==> config.mk <==
export PLATFORM = sky130hd
export DESIGN_NAME = ball_motion
export DESIGN_NICKNAME = d
export VERILOG_FILES = /design/src/rtl/ball_motion.sv
export SDC_FILE = /design/constraint.sdc
export NUM_CORES = 1
export LEC_CHECK = 0
export ABC_CLOCK_PERIOD_IN_PS = 4100
export BUFFER_PORTS_ARGS = -buffer_cell sky130_fd_sc_hd__buf_2
export CORE_MARGIN = 2
export CORE_UTILIZATION = 27
export DETAILED_ROUTE_END_ITERATION = 7
export GPL_TIMING_DRIVEN = 0
export PLACE_DENSITY = 0.44
export SETUP_SLACK_MARGIN = 0.5
export SLEW_MARGIN = 0
export SYNTH_ARGS = -nofsm -noshare
export SYNTH_HDL_FRONTEND = slang
export SYNTH_SLANG_ARGS = --single-unit
export TNS_END_PERCENT = 1
==> constraint.sdc <==
create_clock -name i_clk -period 4.1 [get_ports i_clk]
set_input_delay 0.41 -clock i_clk [delete_from_list [all_inputs] [get_ports i_clk]]
set_output_delay 0.41 -clock i_clk [all_outputs]
set_load 0.05 [all_outputs]
==> src/rtl/ball_motion.sv <==
// Pong ball engine: advances the ball once per frame during vertical blanking,
// bounces it off walls and paddles, flags misses and draws the ball pixel.
module ball_motion #(
    parameter int H_RES        = 800,
    parameter int V_RES        = 600,
    parameter int BALL_SIZE    = 8,
    parameter int SPEED        = 4,
    parameter int BAR1_X       = 15,
    parameter int BAR2_X       = 775,
    parameter int BAR_W        = 10,
    parameter int BAR_H        = 80,
    parameter int SERVE_FRAMES = 60
) (
    input  logic       i_clk,
    input  logic       i_rst,
    input  logic [9:0] i_x,
    input  logic [9:0] i_y,
    input  logic       i_active,
    input  logic       i_enable,
    input  logic [9:0] i_bar1_y,
    input  logic [9:0] i_bar2_y,
    output logic       o_color,
    output logic [9:0] o_ball_x,
    output logic [9:0] o_ball_y,
    output logic       o_score1,
    output logic       o_score2
);

    localparam int X0 = (H_RES - BALL_SIZE) / 2;
    localparam int Y0 = (V_RES - BALL_SIZE) / 2;
    localparam int CW = $clog2(SERVE_FRAMES + 1);

    localparam logic signed [10:0] X_MAX = 11'(H_RES - BALL_SIZE);
    localparam logic signed [10:0] Y_MAX = 11'(V_RES - BALL_SIZE);
    localparam logic signed [10:0] BS_M1 = 11'(BALL_SIZE - 1);
    localparam logic signed [10:0] STEP  = 11'(SPEED);
    localparam logic signed [10:0] L_LO  = 11'(BAR1_X);
    localparam logic signed [10:0] L_HI  = 11'(BAR1_X + BAR_W - 1);
    localparam logic signed [10:0] R_LO  = 11'(BAR2_X);
    localparam logic signed [10:0] R_HI  = 11'(BAR2_X + BAR_W - 1);

    typedef enum logic [1:0] {S_SERVE, S_RUN, S_MOVE, S_HIT} state_t;

    state_t             state_q, state_d;
    logic [CW-1:0]      cnt_q, cnt_d;
    logic [9:0]         x_q, x_d, y_q, y_d;
    logic               dx_q, dx_d, dy_q, dy_d;   // 1 = towards larger coordinate
    logic signed [10:0] nx_q, nx_d, ny_q, ny_d;
    logic               s1_q, s1_d, s2_q, s2_d;

    logic               tick;
    logic               wall_top, wall_bot;
    logic [10:0]        y_clamp, ball_bot;
    logic [10:0]        bar1_top, bar1_bot, bar2_top, bar2_bot;
    logic               ov1, ov2, hit_l, hit_r, miss_l, miss_r;

    assign tick = (i_x == 10'd0) && (i_y == 10'(V_RES));

    // Collision terms evaluate the candidate position held in nx_q/ny_q.
    always_comb begin
        wall_top = (ny_q < 11'sd0);
        wall_bot = (ny_q > Y_MAX);
        y_clamp  = wall_top ? 11'd0 : (wall_bot ? Y_MAX : ny_q);
        ball_bot = y_clamp + 11'(BALL_SIZE - 1);
        bar1_top = {1'b0, i_bar1_y};
        bar1_bot = {1'b0, i_bar1_y} + 11'(BAR_H - 1);
        bar2_top = {1'b0, i_bar2_y};
        bar2_bot = {1'b0, i_bar2_y} + 11'(BAR_H - 1);
        ov1      = (y_clamp <= bar1_bot) && (ball_bot >= bar1_top);
        ov2      = (y_clamp <= bar2_bot) && (ball_bot >= bar2_top);
        hit_l    = !dx_q && (nx_q <= L_HI) && (nx_q + BS_M1 >= L_LO) && ov1;
        hit_r    =  dx_q && (nx_q + BS_M1 >= R_LO) && (nx_q <= R_HI) && ov2;
        miss_l   = (nx_q < 11'sd0) && !hit_l;
        miss_r   = (nx_q > X_MAX) && !hit_r;
    end

    always_comb begin
        state_d = state_q;
        cnt_d   = cnt_q;
        x_d     = x_q;
        y_d     = y_q;
        dx_d    = dx_q;
        dy_d    = dy_q;
        nx_d    = nx_q;
        ny_d    = ny_q;
        s1_d    = 1'b0;
        s2_d    = 1'b0;
        case (state_q)
            S_SERVE: begin
                if (tick && i_enable) begin
                    if (cnt_q == CW'(SERVE_FRAMES - 1)) begin
                        cnt_d   = '0;
                        state_d = S_RUN;
                    end else begin
                        cnt_d = cnt_q + 1'b1;
                    end
                end
            end
            S_RUN: begin
                if (tick && i_enable) state_d = S_MOVE;
            end
            S_MOVE: begin
                nx_d    = dx_q ? $signed({1'b0, x_q}) + STEP : $signed({1'b0, x_q}) - STEP;
                ny_d    = dy_q ? $signed({1'b0, y_q}) + STEP : $signed({1'b0, y_q}) - STEP;
                state_d = S_HIT;
            end
            default: begin
                y_d     = y_clamp[9:0];
                dy_d    = wall_top ? 1'b1 : (wall_bot ? 1'b0 : dy_q);
                state_d = S_RUN;
                if (hit_l) begin
                    x_d  = 10'(BAR1_X + BAR_W);
                    dx_d = 1'b1;
                end else if (hit_r) begin
                    x_d  = 10'(BAR2_X - BALL_SIZE);
                    dx_d = 1'b0;
                end else if (miss_l) begin
                    s2_d    = 1'b1;
                    x_d     = 10'(X0);
                    y_d     = 10'(Y0);
                    dx_d    = 1'b1;
                    state_d = S_SERVE;
                end else if (miss_r) begin
                    s1_d    = 1'b1;
                    x_d     = 10'(X0);
                    y_d     = 10'(Y0);
                    dx_d    = 1'b0;
                    state_d = S_SERVE;
                end else begin
                    x_d = nx_q[9:0];
                end
            end
        endcase
    end

    always_ff @(posedge i_clk) begin
        if (i_rst) begin
            state_q <= S_SERVE;
            cnt_q   <= '0;
            x_q     <= 10'(X0);
            y_q     <= 10'(Y0);
            dx_q    <= 1'b1;
            dy_q    <= 1'b1;
            nx_q    <= '0;
            ny_q    <= '0;
            s1_q    <= 1'b0;
            s2_q    <= 1'b0;
        end else begin
            state_q <= state_d;
            cnt_q   <= cnt_d;
            x_q     <= x_d;
            y_q     <= y_d;
            dx_q    <= dx_d;
            dy_q    <= dy_d;
            nx_q    <= nx_d;
            ny_q    <= ny_d;
            s1_q    <= s1_d;
            s2_q    <= s2_d;
        end
    end

    // Zero-latency pixel test so the ball lines up with the paddle colour path.
    assign o_color = i_active
                   && (i_x >= x_q) && ({1'b0, i_x} < {1'b0, x_q} + 11'(BALL_SIZE))
                   && (i_y >= y_q) && ({1'b0, i_y} < {1'b0, y_q} + 11'(BALL_SIZE));

    assign o_ball_x = x_q;
    assign o_ball_y = y_q;
    assign o_score1 = s1_q;
    assign o_score2 = s2_q;

endmodule

## Word level (Yosys, flattened, before mapping)

Index checks and enable logic that the tools add are counted.

| cells by class | value |
|---|---|
| reductions and logical operators | 30 |
| equality and inequality tests | 7 |
| $add $sub $neg | 11 |
| mux-type cells | 29 |
| magnitude comparators | 16 |
| bitwise operators | 1 |

Operators by type and width:

| operator | number |
|---|---|
| two-way mux 10 bit | 8 |
| two-way mux 11 bit | 4 |
| adder 10 x 3 -> 11 bit (second input constant) | 2 |
| adder 10 x 4 -> 11 bit (second input constant) | 2 |
| adder 10 x 7 -> 11 bit (second input constant) | 2 |
| >= comparator 11 x 10 -> 1 bit | 2 |
| > comparator 11 bit (second input constant) | 2 |
| <= comparator 11 bit | 2 |
| < comparator 10 x 11 -> 1 bit | 2 |
| < comparator 11 x 1 -> 1 bit (second input constant) | 2 |
| subtractor 10 x 3 -> 11 bit (second input constant) | 2 |
| >= comparator 10 bit | 2 |
| logical AND 1 bit | 16 |
| two-way mux 1 bit | 12 |
| adder 11 x 3 -> 11 bit (second input constant) | 1 |
| adder 11 x 4 -> 11 bit (second input constant) | 1 |
| >= comparator 11 bit (second input constant) | 1 |
| >= comparator 11 x 5 -> 1 bit (second input constant) | 1 |
| <= comparator 11 bit (second input constant) | 1 |
| <= comparator 11 x 6 -> 1 bit (second input constant) | 1 |
| == test 10 bit (second input constant) | 1 |
| zero test 10 bit | 1 |
| OR reduction 7 bit | 1 |
| adder 6 x 1 -> 6 bit (second input constant) | 1 |
| other kinds (16) | 24 |

| word-level totals | value |
|---|---|
| logic and storage cells | 104 |
| output and inout port bits | 23 |
| bits of input ports | 44 |
| register bits | 54 |

## Depth between registers and ports, before layout

| depth | value |
|---|---|
| word-level depth | 14 |
| gate-level depth with buffers | 16 |

## Least setup slack after synthesis

OpenSTA, ideal clock, no wires.

| timing | value |
|---|---|
| kind | reg2out |
| start | reg y_q[3] (netlist: o_ball_y[3]) |
| end | out o_color |
| buffers on the path | 0 |
| required time | 3.690 ns |
| stages on the path, launching flop included | 10 |
| path slack | -0.102 ns |
| arrival time | 3.792 ns |
| path through | dfxtp_1 ha_1 and3_1 xnor2_1 ha_1 a21o_1 a211oi_1 and4b_1 o2bb2ai_1 nor4_1 |

| between the ends | value |
|---|---|
| cells in the longest elaborated chain, start to end | 3 |

Ends and longest elaborated chain:

| element | line | text |
|---|---|---|
| start, declared | 46 | `logic [9:0] x_q, x_d, y_q, y_d;` |
| start signal, assigned | 141 | `y_q <= 10'(Y0);` |
| start signal, assigned | 152 | `y_q <= y_d;` |
| adder 10 x 4 -> 11 bit / >= comparator 10 bit (equally long branches) | 165 | `&& (i_y >= y_q) && ({1'b0, i_y} < {1'b0, y_q} + 11'(BALL_SIZE));` |
| < comparator 10 x 11 -> 1 bit / logical AND 1 bit (equally long branches) | 165 |  |
| logical AND 1 bit (*) | 165 |  |
| end, declared | 22 | `output logic o_color,` |

Mark *: on every way between the ends. The rest lies on a longest branch, timed or not.

## Worst setup path in the final report

| timing | value |
|---|---|
| start | reg ny_q[3] |
| end | reg state_q[0] |

| between the ends | value |
|---|---|
| cells in the longest elaborated chain, start to end | 14 |

Ends and longest elaborated chain:

| element | line | text |
|---|---|---|
| start, declared | 48 | `logic signed [10:0] nx_q, nx_d, ny_q, ny_d;` |
| start signal, assigned | 156 | `ny_q <= ny_d;` |
| > comparator 11 bit | 62 | `wall_bot = (ny_q > Y_MAX);` |
| two-way mux 11 bit | 63 | `y_clamp = wall_top ? 11'd0 : (wall_bot ? Y_MAX : ny_q);` |
| two-way mux 11 bit (*) | 63 |  |
| adder 11 x 3 -> 11 bit | 64 | `ball_bot = y_clamp + 11'(BALL_SIZE - 1);` |
| >= comparator 11 x 10 -> 1 bit | 70 | `ov2 = (y_clamp <= bar2_bot) && (ball_bot >= bar2_top);` |
| logical AND 1 bit | 70 |  |
| logical AND 1 bit | 72 | `hit_r = dx_q && (nx_q + BS_M1 >= R_LO) && (nx_q <= R_HI) && ov2;` |
| zero test 1 bit | 74 | `miss_r = (nx_q > X_MAX) && !hit_r;` |
| logical AND 1 bit | 74 |  |
| two-way mux 1 bit | 123 | `end else if (miss_r) begin` |
| two-way mux 1 bit | 117 | `end else if (miss_l) begin` |
| two-way mux 1 bit | 114 | `end else if (hit_r) begin` |
| two-way mux 1 bit (*) | 111 | `if (hit_l) begin` |
| one-hot mux 2 bit (3 select lines) (*) | 88 | `case (state_q)` |
| end signal, assigned | 149 | `state_q <= state_d;` |
| end, declared | 44 | `state_t state_q, state_d;` |

Marked as above.
A chain may end at the register's enable or synchronous reset.

==> impl_metrics.yaml <==
synthesis:
  seq_area_frac_synth: 0.193
  syn_avg_cell_area_um2: 8.23
  synth-edff-count: 0
  synth.area.top_cells: "sky130_fd_sc_hd__ha_1 (22%), sky130_fd_sc_hd__dfxtp_1 (19%), sky130_fd_sc_hd__xnor2_1 (7.1%)"
  asyncSetResetFlopFracSynth: 0
  syn_nets: 823
  ys_dominant_reg_cell: "sky130_fd_sc_hd__dfxtp_1"
  yosys_warnings: 0
  synth.top_cells.by_count: "sky130_fd_sc_hd__ha_1 (98), sky130_fd_sc_hd__inv_1 (71), sky130_fd_sc_hd__dfxtp_1 (54), sky130_fd_sc_hd__nor2_1 (54), sky130_fd_sc_hd__xnor2_1 (45)"
  synth_seq_cells: 54
  syn_inst: 679
  netlist.area_leader.share: 0.219
  yosysTopAreaCell: "sky130_fd_sc_hd__ha_1"
  mappedNetlistArea_mm2: 0.00559
  most_frequent_cell_after_synthesis: "sky130_fd_sc_hd__ha_1"
  synth.lib_cells_used.distinct: 73
global_routing:
  grt_antenna_before_repair: 0
  first_global_vias: 4813
  grt_start_max_net_pins: 19
  global_route.usage.total: 0.149
  grt.overflow.total: 0
  grt_pass1_wl_um: 26100
timing:
  relSlewSlack: 0.400
  worstMarginPinSlew_ns: 0.900
  timing_max_transition_violations_final: 0
  layout_worst_path_cycle_share: 0.946
  timing_hold_violations_final: 0
  rsz_0062_raised_after_global_routing: "yes"
  max_clock_freq_ghz: 0.258
  final.setup_skew_ns: 0.0125
  setup-violations-final: 0
  clock_period_minus_worst_slack_ns: 3.88
drt:
  drt_first_pass_iters: 4
  wl_per_cell_um: 15.5
  drt_iter0_markers: 219
  ant_nets: 0
  post_detailed_route_via_to_cell_ratio: 4.80
  dr_total_vias: 4992
  post_route_wl_um: 16100
  detailed_route_drc_error_count: 0
final_layout:
  antenna_cells: 0
  utilization: 0.329
  drive_gt1_frac: 0.173
  area_growth_pct: 19.4
  layout.nets: 912
  fillCellCount: 2219
clock_network:
  clk_path_buf_depth: 2
  cts_num_sinks: 54
  cts-buffers-inserted: 5
  clkTransAtPathRegs_ns: 0.08
  cts_tree: "yes"
  root_buffer: "sky130_fd_sc_hd__clkbuf_16"
  post_cts_hold_buffer_count: 0
  clk-insertion-delay-late_ns: 0.30
  ctsHtreeMaxLevel: 2
critical_path:
  timing.setup.critical_path_class: "reg -> reg"
  setup.worst_path.end_class: "register"
  crit_arrival_ns: 4.04
  rr_worst_depth: 16
  crit_fanout: 10
  timing.critical_path.from_type: "register"
  worst-endpoint-required_ns: 4.26
floorplanning:
  fp.dieW_um: 148
  coreArea_mm2: 0.0203
  row_count: 52
  floorplan.initialDensity: 0.275
  die_y_um: 148
  boundaryPins: 67
  die-area_mm2: 0.0219
worst_hold_path:
  whs_path_depth: 3
  hold_path_class: "in -> reg"
power:
  fin_total_pwr_mw: 1.13
  leakage_nw: 3.06
  vdd.ir_drop.worst_mv: 0.140
  pwr_density_cell_mw_per_mm2: 169
place:
  gp_congestion: 0.796
  dp.final_hpwl_um: 13400
  portBuffers: 66
job:
  max_cap_viols: 0
outcome:
  status: "completed"
[placed cells by master (no fill, tap or decap), drive strengths merged, types with 7 or more instances in the layout]
cell    count
mux2i      19
xnor2      45
a21o       15
buf        92
a211o       8
inv        72
clkbuf     12
nand2b     11
o22ai       9
dfxtp      54
nor3       17
a21oi      34
nor2b       8
o21ai      26
a211oi     14
ha         98
nand3      23
xor2        7
a31oi       9
nor2       54
and3        7
o211ai      7
nand2      39
[repair_timing]
action | 4_1_cts | 5_1_grt
cloned | 0 | 0
pin swaps | 6 | 14
setup endpoints to repair | 23 | 24
hold endpoints to repair | 0 | 0
gates resized for setup | 13 | 8
buffers inserted | 11 | 5
[critical path, stage by stage (launching register included)]
cell	delay, ns
sky130_fd_sc_hd__dfxtp_2	0.33
sky130_fd_sc_hd__or4_4	0.54
sky130_fd_sc_hd__a21o_4	0.24
sky130_fd_sc_hd__a31oi_4	0.25
sky130_fd_sc_hd__nand2_2	0.11
sky130_fd_sc_hd__ha_4	0.19
sky130_fd_sc_hd__a2111o_1	0.38
sky130_fd_sc_hd__xnor2_1	0.14
sky130_fd_sc_hd__and2_4	0.17
sky130_fd_sc_hd__ha_1	0.27
sky130_fd_sc_hd__o21a_1	0.17
sky130_fd_sc_hd__o221a_2	0.24
sky130_fd_sc_hd__nor3b_2	0.15
sky130_fd_sc_hd__o2111ai_1	0.13
sky130_fd_sc_hd__and2_4	0.21
sky130_fd_sc_hd__buf_12	0.14
sky130_fd_sc_hd__o22ai_1	0.08
[final cells by class]
| class | instances | area [um^2] | share of cell area |
|---|---|---|---|
| plain buffers | 18 | 125 | 0.0188 |
| clock buffers | 5 | 125 | 0.0188 |
| flip-flops and latches | 54 | 1080 | 0.162 |
| inverters | 71 | 267 | 0.0399 |
| repair buffers | 82 | 470 | 0.0705 |
| clock inverters | 3 | 23.8 | 0.00356 |
| multi-input cells | 536 | 4240 | 0.635 |
| well taps | 270 | 338 | 0.0506 |
[sequential cells by signal, indices dropped and copies added, names as in the netlist]
name	count
ny_q	11
dy_q	1
o_score2	1
dx_q	1
o_ball_y	10
o_ball_x	10
o_score1	1
cnt_q	6
nx_q	11
state_q	2
[cells by family after synthesis]
family,count (synthesis),share of synthesized area
DFF,54,0.193
muxes,19,0.0340
buffers and inverters,89,0.0678
xor gates and xnor gates,52,0.0815
adders and majority gates,101,0.229
AOI/OAI and AO/OA,162,0.208
and+or+nand+nor,202,0.186
[per-stage QoR]
step	hold slack (ns)	worst slack [ns]	TNS, ns	std cells	area, um^2
2_1_floorplan	0.453	0.436	0	679	5620
3_3_place_gp	0.477	-0.283	-4.26	1015	6290
3_5_place_dp	0.475	-0.207	-2.96	1015	6290
4_1_cts	0.472	0.146	0	1034	6600
5_1_grt	0.501	0.0593	0	1039	6670
6_report	0.496	0.219	0	1039	6670
[worst paths after layout]
path,startpoint,end,slack (ns)
min,i_rst,o_score1,0.50
max reg2reg,ny_q[3],state_q[0],0.22
min reg2reg,dy_q,dy_q,0.50
max,ny_q[3],state_q[0],0.22
[report_power, final]
part / leakage (nW) / internal, mW / total (mW) / switching (mW)
clock network: 0.0664 / 0.229 / 0.437 / 0.208
logic: 2.56 / 0.0712 / 0.167 / 0.0961
registers: 0.436 / 0.524 / 0.524 / 0.00000000934
total: 3.06 / 0.824 / 1.13 / 0.304
[layer usage]
metal / vias to the layer above / routed length [um] / track usage
li1: 2631 / - / -
met1: 2288 / 8120 / 0.212
met2: 63 / 7400 / 0.247
met3: 10 / 454 / 0.0207
met4: 0 / 152 / 0.0214
met5: - / 0 / 0
Note: power is estimated with default switching activity, not from simulation.
